**config.mk**
```make
export PLATFORM = sky130hd
export DESIGN_NAME = pc_sequencer
export DESIGN_NICKNAME = d
export VERILOG_FILES = /design/src/rtl/pc_sequencer.sv
export SDC_FILE = /design/constraint.sdc
export NUM_CORES = 1
export LEC_CHECK = 0
export CELL_PAD_IN_SITES_DETAIL_PLACEMENT = 0
export CELL_PAD_IN_SITES_GLOBAL_PLACEMENT = 1
export CORE_MARGIN = 2
export CORE_UTILIZATION = 33
export CTS_CLUSTER_DIAMETER = 40
export CTS_CLUSTER_SIZE = 24
export DETAILED_ROUTE_END_ITERATION = 10
export GPL_TIMING_DRIVEN = 0
export HOLD_SLACK_MARGIN = 0.1
export PLACE_DENSITY_LB_ADDON = 0.1
export SLEW_MARGIN = 25
export SYNTH_ARGS = -nofsm -noshare
export SYNTH_HDL_FRONTEND = slang
export SYNTH_SLANG_ARGS = --single-unit
export TNS_END_PERCENT = 50
```
**constraint.sdc**
```tcl
create_clock -name clk -period 3.65 [get_ports clk]
set_input_delay 0.9125 -clock clk [delete_from_list [all_inputs] [get_ports clk]]
set_output_delay 0.9125 -clock clk [all_outputs]
set_load 0.005 [all_outputs]
```
**src/rtl/pc_sequencer.sv**
```systemverilog
// Program counter / EPC owner for the multicycle CPU: resolves next-PC requests
// into the mux_PC select and runs the exception-entry sequence.
module pc_sequencer #(
  parameter logic [31:0] EXC_BASE = 32'd253,
  parameter logic [31:0] PC_RESET = 32'd0
) (
  input  logic        clk,
  input  logic        reset,
  input  logic        req_seq,
  input  logic        req_branch,
  input  logic        req_jump,
  input  logic        req_jr,
  input  logic        req_rte,
  input  logic [1:0]  exc_code,
  input  logic [7:0]  mem_byte,
  input  logic [31:0] pc_next,
  output logic [2:0]  muxPCcontrol,
  output logic [31:0] vector_out,
  output logic [31:0] pc_out,
  output logic [31:0] epc_out,
  output logic [31:0] exc_addr,
  output logic        exc_read,
  output logic        busy
);

  typedef enum logic [1:0] {
    IDLE     = 2'd0,
    EXC_RD   = 2'd1,
    EXC_WAIT = 2'd2,
    EXC_LOAD = 2'd3
  } state_t;

  localparam logic [2:0] SEL_EPC    = 3'b000;
  localparam logic [2:0] SEL_VECTOR = 3'b001;
  localparam logic [2:0] SEL_ALUOUT = 3'b010;
  localparam logic [2:0] SEL_CONCAT = 3'b011;
  localparam logic [2:0] SEL_ALURES = 3'b100;

  state_t      state_reg;
  logic [1:0]  code_reg;
  logic [31:0] pc_reg;
  logic [31:0] epc_reg;
  logic [31:0] vector_reg;
  logic [31:0] exc_addr_reg;
  logic        exc_read_reg;

  logic        any_req;
  logic        pc_we;
  logic [2:0]  sel_next;

  assign any_req = req_seq | req_branch | req_jump | req_jr | req_rte;

  // The mux select must be valid in the same cycle the PC is written from it.
  always_comb begin
    sel_next = SEL_ALURES;
    pc_we    = 1'b0;
    case (state_reg)
      IDLE: begin
        if (exc_code == 2'b00) begin
          pc_we = any_req;
          if (req_rte)         sel_next = SEL_EPC;
          else if (req_jr)     sel_next = SEL_ALURES;
          else if (req_jump)   sel_next = SEL_CONCAT;
          else if (req_branch) sel_next = SEL_ALUOUT;
          else                 sel_next = SEL_ALURES;
        end
      end
      EXC_LOAD: begin
        sel_next = SEL_VECTOR;
        pc_we    = 1'b1;
      end
      default: begin
        sel_next = SEL_ALURES;
        pc_we    = 1'b0;
      end
    endcase
  end

  always_ff @(posedge clk) begin
    if (reset) begin
      state_reg    <= IDLE;
      code_reg     <= 2'b00;
      pc_reg       <= PC_RESET;
      epc_reg      <= 32'd0;
      vector_reg   <= 32'd0;
      exc_addr_reg <= 32'd0;
      exc_read_reg <= 1'b0;
    end else begin
      if (pc_we) pc_reg <= pc_next;
      case (state_reg)
        IDLE: begin
          if (exc_code != 2'b00) begin
            epc_reg      <= pc_reg - 32'd4;
            code_reg     <= exc_code;
            // Address and strobe are registered so they are stable throughout EXC_RD.
            exc_addr_reg <= EXC_BASE + {30'd0, exc_code} - 32'd1;
            exc_read_reg <= 1'b1;
            state_reg    <= EXC_RD;
          end
        end
        EXC_RD: begin
          exc_read_reg <= 1'b0;
          state_reg    <= EXC_WAIT;
        end
        EXC_WAIT: begin
          vector_reg <= {24'd0, mem_byte};
          state_reg  <= EXC_LOAD;
        end
        EXC_LOAD: begin
          state_reg <= IDLE;
        end
        default: state_reg <= IDLE;
      endcase
    end
  end

  assign muxPCcontrol = sel_next;
  assign vector_out   = vector_reg;
  assign pc_out       = pc_reg;
  assign epc_out      = epc_reg;
  assign exc_addr     = exc_addr_reg;
  assign exc_read     = exc_read_reg;
  assign busy         = (state_reg != IDLE);

endmodule
```
# Word-level counts from Yosys, hierarchy flattened
# Index checks and enable logic that the tools add are counted.
word_totals:
  input_bits: 49
  register_bits: 107
  output_inout_bits: 133
  elab_cells: 36
classes:
  eq_ne: 4
  n_mux: 12
  addsub: 3
  n_bitwise: 4
  n_reduce_logical: 7
ops:
  columns: ["operator", "n"]
  rows:
  - ["32-bit by 3-bit subtractor with 32-bit output, second input constant", 1]
  - ["3-bit 2-to-1 mux", 5]
  - ["9-bit by 1-bit subtractor with 10-bit output, second input constant", 1]
  - ["8-bit by 2-bit adder with 9-bit output, first input constant", 1]
  - ["2-bit case mux with 4 select lines", 1]
  - ["3-bit case mux with 2 select lines", 1]
  - ["2-bit nonzero test", 3]
  - ["2-bit == test, second input constant", 2]
  - ["2-bit logical NOT", 2]
  - ["1-bit OR", 4]
  - ["1-bit case mux with 2 select lines", 2]
  - ["2-bit AND reduction", 2]
  - ["2-bit by 1-bit == test with 1-bit output, second input constant", 1]
  - ["1-bit 2-to-1 mux", 2]
  - ["2-bit 2-to-1 mux", 1]
  - ["2-bit inequality test, second input constant", 1]

# Depth between registers and ports, before layout
# Gate-level depths: netlist of the first run.
logic_depth:
  word_depth: 6
  depth_mapped: 8

# Least setup slack after synthesis of the first run
# Ideal clock, no wire load.
synth_path:
  path_type: "in2out"
  start: "in exc_code[0]"
  end: "out muxPCcontrol[1]"
  path_buffers: 0
  stages: 3
  t_arrival_ps: 1793
  slack_ps: 944
  required_ps: 2738
  path_cell_list: "or3b_2 > nor3_1 > nor3b_1"
synth_via:
  elab_chain_len: 3
synth_rtl:
  columns: ["element", "line", "text"]
  rows:
  - ["start: declaration", "14", "input logic [1:0] exc_code,"]
  - ["2-bit logical NOT", "59", "if (exc_code == 2'b00) begin"]
  - ["3-bit 2-to-1 mux", "59", null]
  - ["3-bit case mux with 2 select lines", "57", "case (state_reg)"]
  - ["end: declaration", "17", "output logic [2:0] muxPCcontrol,"]
# No other way between the ends.

# Worst setup path in the final report of the first run
layout_path:
  start: "in req_jump"
  end: "out muxPCcontrol[2]"
layout_via:
  elab_chain_len: 5
layout_rtl:
  columns: ["element", "line", "text"]
  rows:
  - ["start: declaration", "11", "input logic req_jump,"]
  - ["3-bit 2-to-1 mux", "63", "else if (req_jump) sel_next = SEL_CONCAT;"]
  - ["3-bit 2-to-1 mux", "62", "else if (req_jr) sel_next = SEL_ALURES;"]
  - ["3-bit 2-to-1 mux", "61", "if (req_rte) sel_next = SEL_EPC;"]
  - ["3-bit 2-to-1 mux", "59", null]
  - ["3-bit case mux with 2 select lines", "57", null]
# No other way between the ends.

==> reports/results.txt, run 1 <==
The met3 capacity usage during global routing came out at 0.0293. The share of async-settable or async-resettable flops after synthesis was 0; the signed area change from the synthesized netlist to the final layout was 49.5%. Fraction of met1 tracks used by global routing: 0.225. The total of warnings raised by yosys was 0; the fraction of the mapped netlist area in compound gates was 0.100.

The origin of the worst min-delay path is epc_out[1]$_SDFFE_PP0P_. Setup violations remaining at the end of the flow were counted as 0. The die is 116 µm wide.

The layout has 1,176 filler cells. The die covers 13,400 µm². Number of top-level pins: 182.

The most critical setup path has its startpoint at req_jump. In this run the power density over the cells is 764 nW/µm². The proportion of layout cells with a drive suffix above 1 is 0.123. The overall routing resource usage was 0.169. For the pin with the worst max-slew slack, the measured transition is 963 ps. The logs give 0.507 for the core occupancy in the finished layout and 2740 ps for the required time at the endpoint of the critical path.

For the finished layout, the period the worst path requires is 3270 ps. The simple-gate share of the synthesized area works out to 0.250. The run finished with clean final reports. Among all stages on the critical path, the largest delay is contributed by sky130_fd_sc_hd__clkdlybuf4s50_1. The routed layout has 3,682 vias. The congestion estimate from routability-driven global placement came to 0.800. The die boundary height was 116 µm; the share of synthesized cell area in full adder, half adder and majority cells was 0.0152.

The initial core utilization is 0.339. The met2 global-route usage came out at 0.275. The total stage count of the critical path is 5, and the critical path arrival is 2350 ps.

met2 is the most crowded layer. The run gives 330 ps as the clock latency at the later pin of the worst-skew pair. The tools report the worst flop-to-flop path endpoint as pc_out[10]$_SDFFE_PP0P_. OpenSTA, run right after detailed placement, puts the worst setup slack at -148 ps. The critical path goes through clkdlybuf4s50_1 -> nor2_1 -> o21bai_1 -> a22oi_1 -> clkdlybuf4s50_1. The first detailed-routing pass took 4 iterations.

In the layout the commonest cells are 130 x sky130_fd_sc_hd__clkdlybuf4s50_1, 78 x sky130_fd_sc_hd__dfxtp_1, 63 x sky130_fd_sc_hd__nand2b_1, 53 x sky130_fd_sc_hd__buf_4, 52 x sky130_fd_sc_hd__nor2_1. After clock tree synthesis, the flow added hold-fix buffers numbering 0. On the final layout, the worst clock skew is 7.35 ps. The worst hold path belongs to the class reg -> reg. The number of endpoints with negative hold slack in the final report was 0; the number of clock sinks seen by CTS was 78. The kind of cell with the highest combined delay along the critical path is buffers and inverters. The run gives 0 as the final antenna-violating net count. The run gives 11.6 mm as the routed wire length. The number of antenna violations at the first check in global routing is 0. After synthesis, the largest family of logic cells by area is simple AND/OR/NAND/NOR gates. The run gives 0.380 as the sequential share of the synthesized area. Master cell of the clock root buffer: sky130_fd_sc_hd__clkbuf_16. TritonCTS created 9 clock buffers.

The dominant register cell in the synthesized netlist is sky130_fd_sc_hd__dfxtp_1. The kind of start point of the critical path is an input port. The netlist area before placement was 4110 µm². TritonCTS built the clock tree. The largest incremental delay on the critical path works out to 530 ps.

The ratio of final minimum period to clock period was 0.895; the deepest clock path buffer count was 2. In this run, the number of DRC markers left after iteration 0 of detailed routing was 178. The total overflow left after global routing is 0. The tools report the critical register-to-register path startpoint as state_reg[0]$_SDFFE_PP0P_. Setup repair after global routing left no endpoint under its margin. The clock transition at the register clock pins on the worst setup and hold paths after CTS was 60 ps. The antenna diode count is 0, and the number of synthesized flops with an enable pin is 0. Synthesized-area fraction occupied by xor and xnor cells: 0.0277. Detailed placement ended at an HPWL of 8.86 mm.

The most common cell after layout, fill and taps aside was sky130_fd_sc_hd__clkdlybuf4s50_1. The count of different cell masters after synthesis came out at 42. In the routed layout, each cell is associated on average with a via count of 4.48. For the final-layout worst hold slack, the log shows 463 ps.

The average instance in the mapped netlist occupies 8.98 µm². The run gives 13 as the pin count of the biggest net entering global routing. The critical path is of the in -> out type. In this run the worst path has a maximum fanout of 3. CTS built an H-tree with a depth of 3. The largest vdd supply drop came out at 0.338 mV. After detailed routing, the number of remaining DRC violations is 0. Termination of the worst setup path: muxPCcontrol[2]. The final layout contains 702 nets.

Leaving out filler cells and counting taps, the final layout contains 821. Setup slack closes at 385 ps. The synthesized flop and latch total works out to 78. The number of global-route vias before repair is 3,424, and the number of cells in the design after placement is 805. Max-cap violations in this run came to 0. The global-route wire length before repair was 17.7 mm; the maximum clock frequency was 0.306 GHz. The run gives 0 as the final-report max-slew violation count. The reg-to-reg setup timing slack was 720 ps. The cell that appears most often on the critical path is sky130_fd_sc_hd__clkdlybuf4s50_1. After detailed routing, the average wire length per cell comes to 14.1 µm. The mux cell area share after synthesis works out to 0.0974. Adding up every negative setup slack in the final design gives 0 ps.

Synthesis produced a netlist whose cell count is 458. Measured in cells, the most critical reg-to-reg path has a length of 7. The worst setup path is captured at an output port.

The total core area came out at 12,100 µm². Counting both buffers and inverters, the worst setup path holds a total of 2. Input and output buffers added on the ports amount to 132.

Worst slew slack as a fraction of its limit: 0.358. The run gives 40 as the cell row count. The analysis attributes to cell leakage a power of 2.48 nW.
[per-layer routing]
layer | routed length, µm | vias to the layer above | share of wire
met2 | 5370 | 136 | 0.46
met4 | 173 | 0 | 0.015
li1 | - | 1879 | -
met3 | 663 | 15 | 0.057
met5 | 0 | - | 0
met1 | 5390 | 1652 | 0.47
[per-stage QoR]
step / power [mW] / instance area (µm²)
4_1_cts: 4.73 / 6140
3_3_place_gp: 3.73 / 5820
6_report: 4.69 / 6150
2_1_floorplan: 2.76 / 4290
3_5_place_dp: 3.77 / 5820
5_1_grt: 5.01 / 6150
[cells in the mapped netlist, drive strengths merged (2+ instances only)]
cell type,instances,area [µm²]
clkbuf,19,71.3
dfxtp,78,1560
nor2,52,195
a211oi,17,128
nand3,4,20.0
a311oi,15,131
or3,8,56.3
nand4b,2,32.5
or4,13,101
buf,60,437
o21ai,7,35.0
a21oi,7,35.0
nor3b,2,15.0
ha,5,62.6
nand3b,2,15.0
mux2i,40,400
xor2,5,43.8
o31ai,9,67.6
nand2,14,52.6
inv,6,22.5
nor3,4,20.0
nor4,8,71.3
xnor2,8,70.1
nand4,2,12.5
nand2b,63,394
[area by class of cell]
type                       instances  area [µm²]  share of cell area
inverter                           6        22.5             0.00366
buffer                            79         508              0.0827
sequential                        78        1560               0.254
tap                              168         210              0.0342
timing repair buffer             132        1330               0.216
clock buffer                      13         240              0.0391
multi-input combinational        342        2210               0.359
clock inverter                     3        68.8              0.0112
[where the power goes]
group / total, mW / internal, mW / switching, mW / leakage [nW]
logic: 2.39 / 1.25 / 1.14 / 1.69
clock network: 0.949 / 0.602 / 0.347 / 0.148
registers: 1.36 / 1.12 / 0.239 / 0.640
total: 4.69 / 2.97 / 1.73 / 2.48
[worst min path at each step]
stage / end / slack [ps] / cells after the start
after CTS: epc_out[1]$_SDFFE_PP0P_ / 470 / 2
final: epc_out[1]$_SDFFE_PP0P_ / 460 / 2
after floorplan: epc_out[0]$_SDFFE_PP0P_ / 450 / 2
after global routing: epc_out[1]$_SDFFE_PP0P_ / 490 / 2
after global placement: epc_out[1]$_SDFFE_PP0P_ / 450 / 2
after detailed placement: epc_out[1]$_SDFFE_PP0P_ / 460 / 2
[tightest hold or removal path, delay by kind of cell, from the launching register on]
kind | cells | cell delay [ps]
AO/OA/AOI/OAI | 1 | 50
AND/OR/NAND/NOR | 1 | 60
flip-flops | 1 | 310
[what timing repair did]
item | in CTS | in global routing
setup buffers | 0 | 0
endpoints found under the setup margin | 2 | 2
resized for setup | 3 | 2
pin swaps | 0 | 0
[cell families after synthesis]
| kind of cell | after synthesis |
|---|---|
| AO/OA/AOI/OAI | 57 |
| other | 1 |
| buffers and inverters | 85 |
| adder cells (fa/ha/maj) | 5 |
| multiplexers | 40 |
| XOR/XNOR | 13 |
| flip-flops | 78 |
| AND/OR/NAND/NOR | 179 |
Power figures use the tool's default switching activity.
==> inputs of run 2 (changes only) <==
--- a/config.mk
+++ b/config.mk
@@ -10,7 +10,7 @@
 export CORE_MARGIN = 2
 export CORE_UTILIZATION = 33
 export CTS_CLUSTER_DIAMETER = 40
-export CTS_CLUSTER_SIZE = 24
+export CTS_CLUSTER_SIZE = 12
 export DETAILED_ROUTE_END_ITERATION = 10
 export GPL_TIMING_DRIVEN = 0
 export HOLD_SLACK_MARGIN = 0.1
==> results of run 2 <==
No change in the layout: final DEF, timing and power equal those of run 1.
